### config.mk
export PLATFORM = sky130hd
export DESIGN_NAME = mem_wb_stage
export DESIGN_NICKNAME = d
export VERILOG_FILES = /design/src/rtl/rv32i_pkg.sv /design/src/rtl/mem_wb_stage_data_mem.sv /design/src/rtl/mem_wb_stage.sv
export SDC_FILE = /design/constraint.sdc
export NUM_CORES = 2
export LEC_CHECK = 0
export ABC_CLOCK_PERIOD_IN_PS = 14300
export CELL_PAD_IN_SITES_DETAIL_PLACEMENT = 1
export CELL_PAD_IN_SITES_GLOBAL_PLACEMENT = 1
export CORE_MARGIN = 4
export CORE_UTILIZATION = 58
export CTS_BUF_LIST = sky130_fd_sc_hd__clkbuf_2 sky130_fd_sc_hd__clkbuf_4 sky130_fd_sc_hd__clkbuf_8
export CTS_CLUSTER_SIZE = 25
export DETAILED_ROUTE_END_ITERATION = 10
export GPL_TIMING_DRIVEN = 0
export PLACE_DENSITY_LB_ADDON = 0.1
export SYNTH_ARGS = -nofsm -noshare
export SYNTH_HDL_FRONTEND = slang
export SYNTH_SLANG_ARGS = --single-unit
### constraint.sdc
create_clock -name clk -period 14.3 [get_ports clk]
set_input_delay 4.29 -clock clk [delete_from_list [all_inputs] [get_ports clk]]
set_output_delay 4.29 -clock clk [all_outputs]
set_load 0.01 [all_outputs]
### src/rtl/rv32i_pkg.sv
// Shared rv32i constants: datapath width, data-memory depth and result-source encodings.
package rv32i_pkg;

    localparam int DPW        = 32;
    localparam int DMEM_DEPTH = 64;

    localparam logic RES_ALU = 1'b0;
    localparam logic RES_MEM = 1'b1;

    // Word accesses must have both low byte-address bits clear.
    function automatic logic word_misaligned(input logic [1:0] low_bits);
        return (low_bits != 2'b00);
    endfunction

endpackage

### src/rtl/mem_wb_stage_data_mem.sv
// Single-port data memory: synchronous write, synchronous read-first read.
module data_mem
    import rv32i_pkg::*;
#(
    parameter int DEPTH = DMEM_DEPTH,
    parameter int AW    = $clog2(DEPTH)
) (
    input  logic           clk,
    input  logic           rst,
    input  logic           wr_en,
    input  logic           rd_zero,
    input  logic [AW-1:0]  idx,
    input  logic [DPW-1:0] wdata,
    output logic [DPW-1:0] rdata
);

    logic [DPW-1:0] mem_r [DEPTH];
    logic [DPW-1:0] rdata_r;

    // Array write; contents are deliberately left unreset.
    always_ff @(posedge clk) begin
        if (wr_en) begin
            mem_r[idx] <= wdata;
        end
    end

    // Read register samples the old word on a same-index write (read-first).
    always_ff @(posedge clk) begin
        if (rst) begin
            rdata_r <= {DPW{1'b0}};
        end else if (rd_zero) begin
            rdata_r <= {DPW{1'b0}};
        end else begin
            rdata_r <= mem_r[idx];
        end
    end

    assign rdata = rdata_r;

endmodule

### src/rtl/mem_wb_stage.sv
// rv32i memory + writeback stages: data memory access, M->W registers and the
// register-file write port.
module mem_wb_stage
    import rv32i_pkg::*;
#(
    parameter int ADW   = 5,
    parameter int DEPTH = DMEM_DEPTH
) (
    input  logic           clk,
    input  logic           rst,
    input  logic           regwriteM,
    input  logic           resultsrcM,
    input  logic           memwriteM,
    input  logic [DPW-1:0] aluresultM,
    input  logic [DPW-1:0] Rd2M,
    input  logic [4:0]     RdM,
    output logic [ADW-1:0] addr_3,
    output logic [DPW-1:0] wd_3,
    output logic           we,
    output logic           mem_fault
);

    localparam int AW = $clog2(DEPTH);

    logic [AW-1:0]  idx_s;
    logic           misal_s;
    logic           oor_s;
    logic           acc_s;
    logic           fault_s;
    logic           store_s;
    logic           we_next_s;
    logic [DPW-1:0] rdata_s;
    logic [DPW-1:0] result_s;

    logic           resultsrc_w_r;
    logic [DPW-1:0] aluresult_w_r;
    logic [ADW-1:0] rd_w_r;
    logic           fault_w_r;
    logic           we_w_r;

    // M-stage address decode and fault detection.
    always_comb begin
        idx_s     = aluresultM[AW+1:2];
        misal_s   = word_misaligned(aluresultM[1:0]);
        oor_s     = |aluresultM[DPW-1:AW+2];
        acc_s     = memwriteM | (regwriteM & (resultsrcM == RES_MEM));
        fault_s   = acc_s & (misal_s | oor_s);
        store_s   = memwriteM & ~fault_s & ~rst;
        // The write enable is resolved in M so that we leaves a flop directly.
        we_next_s = regwriteM & (RdM != 5'd0) & ~(fault_s & (resultsrcM == RES_MEM));
    end

    data_mem #(
        .DEPTH (DEPTH),
        .AW    (AW)
    ) u_data_mem (
        .clk     (clk),
        .rst     (rst),
        .wr_en   (store_s),
        .rd_zero (fault_s),
        .idx     (idx_s),
        .wdata   (Rd2M),
        .rdata   (rdata_s)
    );

    // M->W pipeline registers, loaded every cycle.
    always_ff @(posedge clk) begin
        if (rst) begin
            resultsrc_w_r <= 1'b0;
            aluresult_w_r <= {DPW{1'b0}};
            rd_w_r        <= {ADW{1'b0}};
            fault_w_r     <= 1'b0;
            we_w_r        <= 1'b0;
        end else begin
            resultsrc_w_r <= resultsrcM;
            aluresult_w_r <= aluresultM;
            rd_w_r        <= RdM[ADW-1:0];
            fault_w_r     <= fault_s;
            we_w_r        <= we_next_s;
        end
    end

    // Writeback result select.
    always_comb begin
        result_s = aluresult_w_r;
        if (resultsrc_w_r == RES_MEM) begin
            result_s = rdata_s;
        end else begin
            result_s = aluresult_w_r;
        end
    end

    assign addr_3    = rd_w_r;
    assign wd_3      = result_s;
    assign we        = we_w_r;
    assign mem_fault = fault_w_r;

endmodule

==> results.cfg <==
[synth]
synth_seq_cells = 2120
yosys_warnings = 0
avgSynthCellArea_um2 = 19.0
synthCells = 4264
synth_nets = 4338
synthDistinctLibCells = 59
ys_async_sr_fraction_pct = 0
syn_area_um2 = 81000
synth_ff_type = edfxtp_1
synth-edff-count = 2048
ys_seq_area_share_pct = 77.7

[cells_and_area]
fillCellCount = 11500
seq_area_um2 = 62900
final_nets = 5048
multi_input_area_um2 = 17000
drive_above_1_share_pct = 25.6
final_cell_area_um2 = 94300
area_delta_synth_final_pct = 16.4
final_util_pct = 68.2

[clocking]
postCtsSetupBuffers = 0
cts_tree = yes
ctsHoldBuffers = 0
cts_sinks = 2120
cts-root-buf = clkbuf_8
worstSkewPairLatency_ns = 1.04
clkTransAtPathRegs_ns = 0.06
clockBufferDepth = 4
cts_resized = 0
cts_buffers = 346
htreeDepth = 5

[drt]
drt_pass1_iterations = 6
viasPerCell = 6.96
drcViolationCount = 0
post_drt_wl_per_cell_um = 37.9
wl_um = 269000
vias = 49400
antenna_left = 0
drtIter0Drc = 7589

[global_routing]
grt_start_max_net_pins = 65
grt_first_pass_wirelength_um = 377000
met2_usage_pct = 56.4
grt_util_met1_pct = 49.1
met3_usage_pct = 9.30
gr-usage-all-layers_pct = 36.8
grt_pass1_vias = 50400
overflow = 0
busiest_layer = met2
antenna_found_initial = 33

[setup_path]
crit_path_end_kind = flip-flop
critPathLaunchType = primary input
crit_arrival_ns = 9.46
crit_fanout = 11
worstSetupPathType = in -> reg
cp.required_ns = 15.03

[timing]
rsz0062_at_grt = false
worst_slew_pin_slew_ns = 1.45
setup_viol = 0
hold_viol = 0
finClkSkew_ns = 0.0793
drv_slew = 0
min_period_ns = 8.73
fin_crit_sh_pct = 61.1
fmax_mhz = 115
relSlewSlack_pct = 2.48

[power]
power_switching_w = 0.00295
p_per_area_nw_per_um2 = 136
pwr-share-clk_pct = 40.5
ir_drop_uv = 127
seq_power_share_pct = 53.4
comb_power_share_pct = 6.1
switching_share_pct = 23.1
p_int_w = 0.00984
p_leak_nw = 30.9

[placement]
dpl_cell_area_um2 = 87600
place.gp.congestion = 0.954
portBuffers = 110
place_hpwl_um = 186000

[floorplan]
start_util_pct = 58.6
io_pins = 113
coreArea_um2 = 138000
num_rows = 136
die_w_um = 382
die_h_um = 382
die_area_um2 = 146000

[status]
status = finished clean

[hold_path]
hp-class = reg -> reg

[job]
maxCapViolCount = 0
## cell usage in the layout (no fill, tap or decap), types with 33 or more instances in the layout
cell type / synthesis / final
nor3_2: 0 / 53
buf_1: 33 / 33
buf_6: 13 / 166
mux2i_1: 292 / 292
nor2_1: 97 / 97
nor2b_1: 40 / 40
mux4_2: 187 / 187
o21ai_1: 35 / 35
clkbuf_8: 0 / 373
mux2_2: 69 / 69
clkbuf_1: 133 / 133
a21oi_1: 78 / 78
nand2_1: 67 / 67
a22oi_1: 131 / 131
or3b_2: 66 / 66
nand3_1: 82 / 82
o22ai_1: 68 / 68
clkdlybuf4s50_1: 0 / 78
a221oi_1: 176 / 176
clkbuf_4: 0 / 111
dfxtp_1: 72 / 72
buf_2: 108 / 123
o22a_1: 60 / 60
edfxtp_1: 2048 / 2048
clkinv_1: 0 / 81
buf_4: 18 / 93
## area by class of cell
type | count | share of cell area (%)
antenna | 12 | 0.0319
clock buffer | 484 | 6.33
tap | 1863 | 2.47
sequential | 2120 | 66.8
timing repair buffer | 362 | 4.14
clock inverter | 122 | 0.714
buffer | 306 | 1.54
multi-input combinational | 1834 | 18.0
inverter | 4 | 0.0159
## worst paths after layout
| path | start | slack (ns) | cells after the start | end |
|---|---|---|---|---|
| worst max-delay path | aluresultM[24] | 5.57 | 10 | u_data_mem.mem_r[37][18]$_DFFE_PP_ |
| worst min register to register | u_data_mem.mem_r[39][13]$_DFFE_PP_ | 0.78 | 4 | u_data_mem.rdata[13]$_SDFF_PP0_ |
| worst min-delay path | u_data_mem.mem_r[39][13]$_DFFE_PP_ | 0.78 | 4 | u_data_mem.rdata[13]$_SDFF_PP0_ |
| worst max register to register | u_data_mem.mem_r[60][22]$_DFFE_PP_ | 10.91 | 5 | u_data_mem.rdata[22]$_SDFF_PP0_ |
## cell families after synthesis
group	Yosys count	share of synthesized area, %
simple gates	510	3.45
flops	2120	77.7
mux	548	9.76
compound gates	776	7.30
buf+inv	310	1.81
## layer usage
metal	wire [um]	part of all wire [%]
met1	96000	36
met2	124000	46
met3	31300	12
met4	17300	6.4
met5	128	0.048
## Yosys cell counts (all sizes together) (2+ instances only)
cell     count  area, um^2
a2111oi      4        35.0
a211oi       4        30.0
a21oi       78         390
a221oi     176        1540
a22o        28         245
a22oi      131         983
a311oi      29         254
a41oi        3        26.3
and2         4        25.0
and3        31         194
and3b        2        17.5
buf        172         946
clkbuf     134         504
dfxtp       72        1440
edfxtp    2048       61500
inv          4        15.0
mux2        69         777
mux2i      292        2920
mux4       187        4210
nand2       67         251
nand2b       4        25.0
nand3       82         410
nand3b       9        67.6
nor2        98         370
nor2b       40         250
nor3        54         270
nor4        18         113
o2111ai     28         245
o211ai       2        15.0
o21a        28         210
o21ai       66         330
o22a        60         526
o22ai       68         425
o31a         7        61.3
o31ai       28         210
o41a        28         315
or2          2        12.5
or3         30         188
or3b        66         578
## power by group through the flow
stage	Combinational [W]	Clock, W	Sequential [W]
after floorplan	0.000331	0	0.00696
after global placement	0.000706	0	0.00698
after detailed placement	0.000753	0	0.00696
after CTS	0.000760	0.00521	0.00683
after global routing	0.000802	0.00551	0.00683
final	0.000784	0.00518	0.00683
## metrics by stage
stage	setup slack [ns]	power, W	std cells	hold WS, ns	TNS, ns
6_report	5.57	0.0128	7107	0.781	0
5_1_grt	5.59	0.0131	7098	0.806	0
4_1_cts	5.85	0.0128	7092	0.769	0
3_5_place_dp	4.84	0.00772	6486	0.772	0
3_3_place_gp	-0.612	0.00769	6237	0.755	-62.52
2_1_floorplan	5.18	0.00729	4264	0.645	0
## flip-flops by register name, indices dropped and copies added (netlist names)
signal / flops
u_data_mem.rdata: 32
aluresult_w_r: 32
we: 1
u_data_mem.mem_r: 2048
mem_fault: 1
resultsrc_w_r: 1
addr_3: 5
## worst max-delay path: stages
cell and delay, ns:
clkdlybuf4s50_1 0.43, nor4_1 0.38, nand3_1 0.50, o21ai_0 1.00, nand2_1 0.43, clkbuf_1 0.40, clkbuf_1 0.45, nor3_2 1.06
buf_6 0.29, buf_6 0.19
Note: power is estimated with default switching activity, not from simulation.
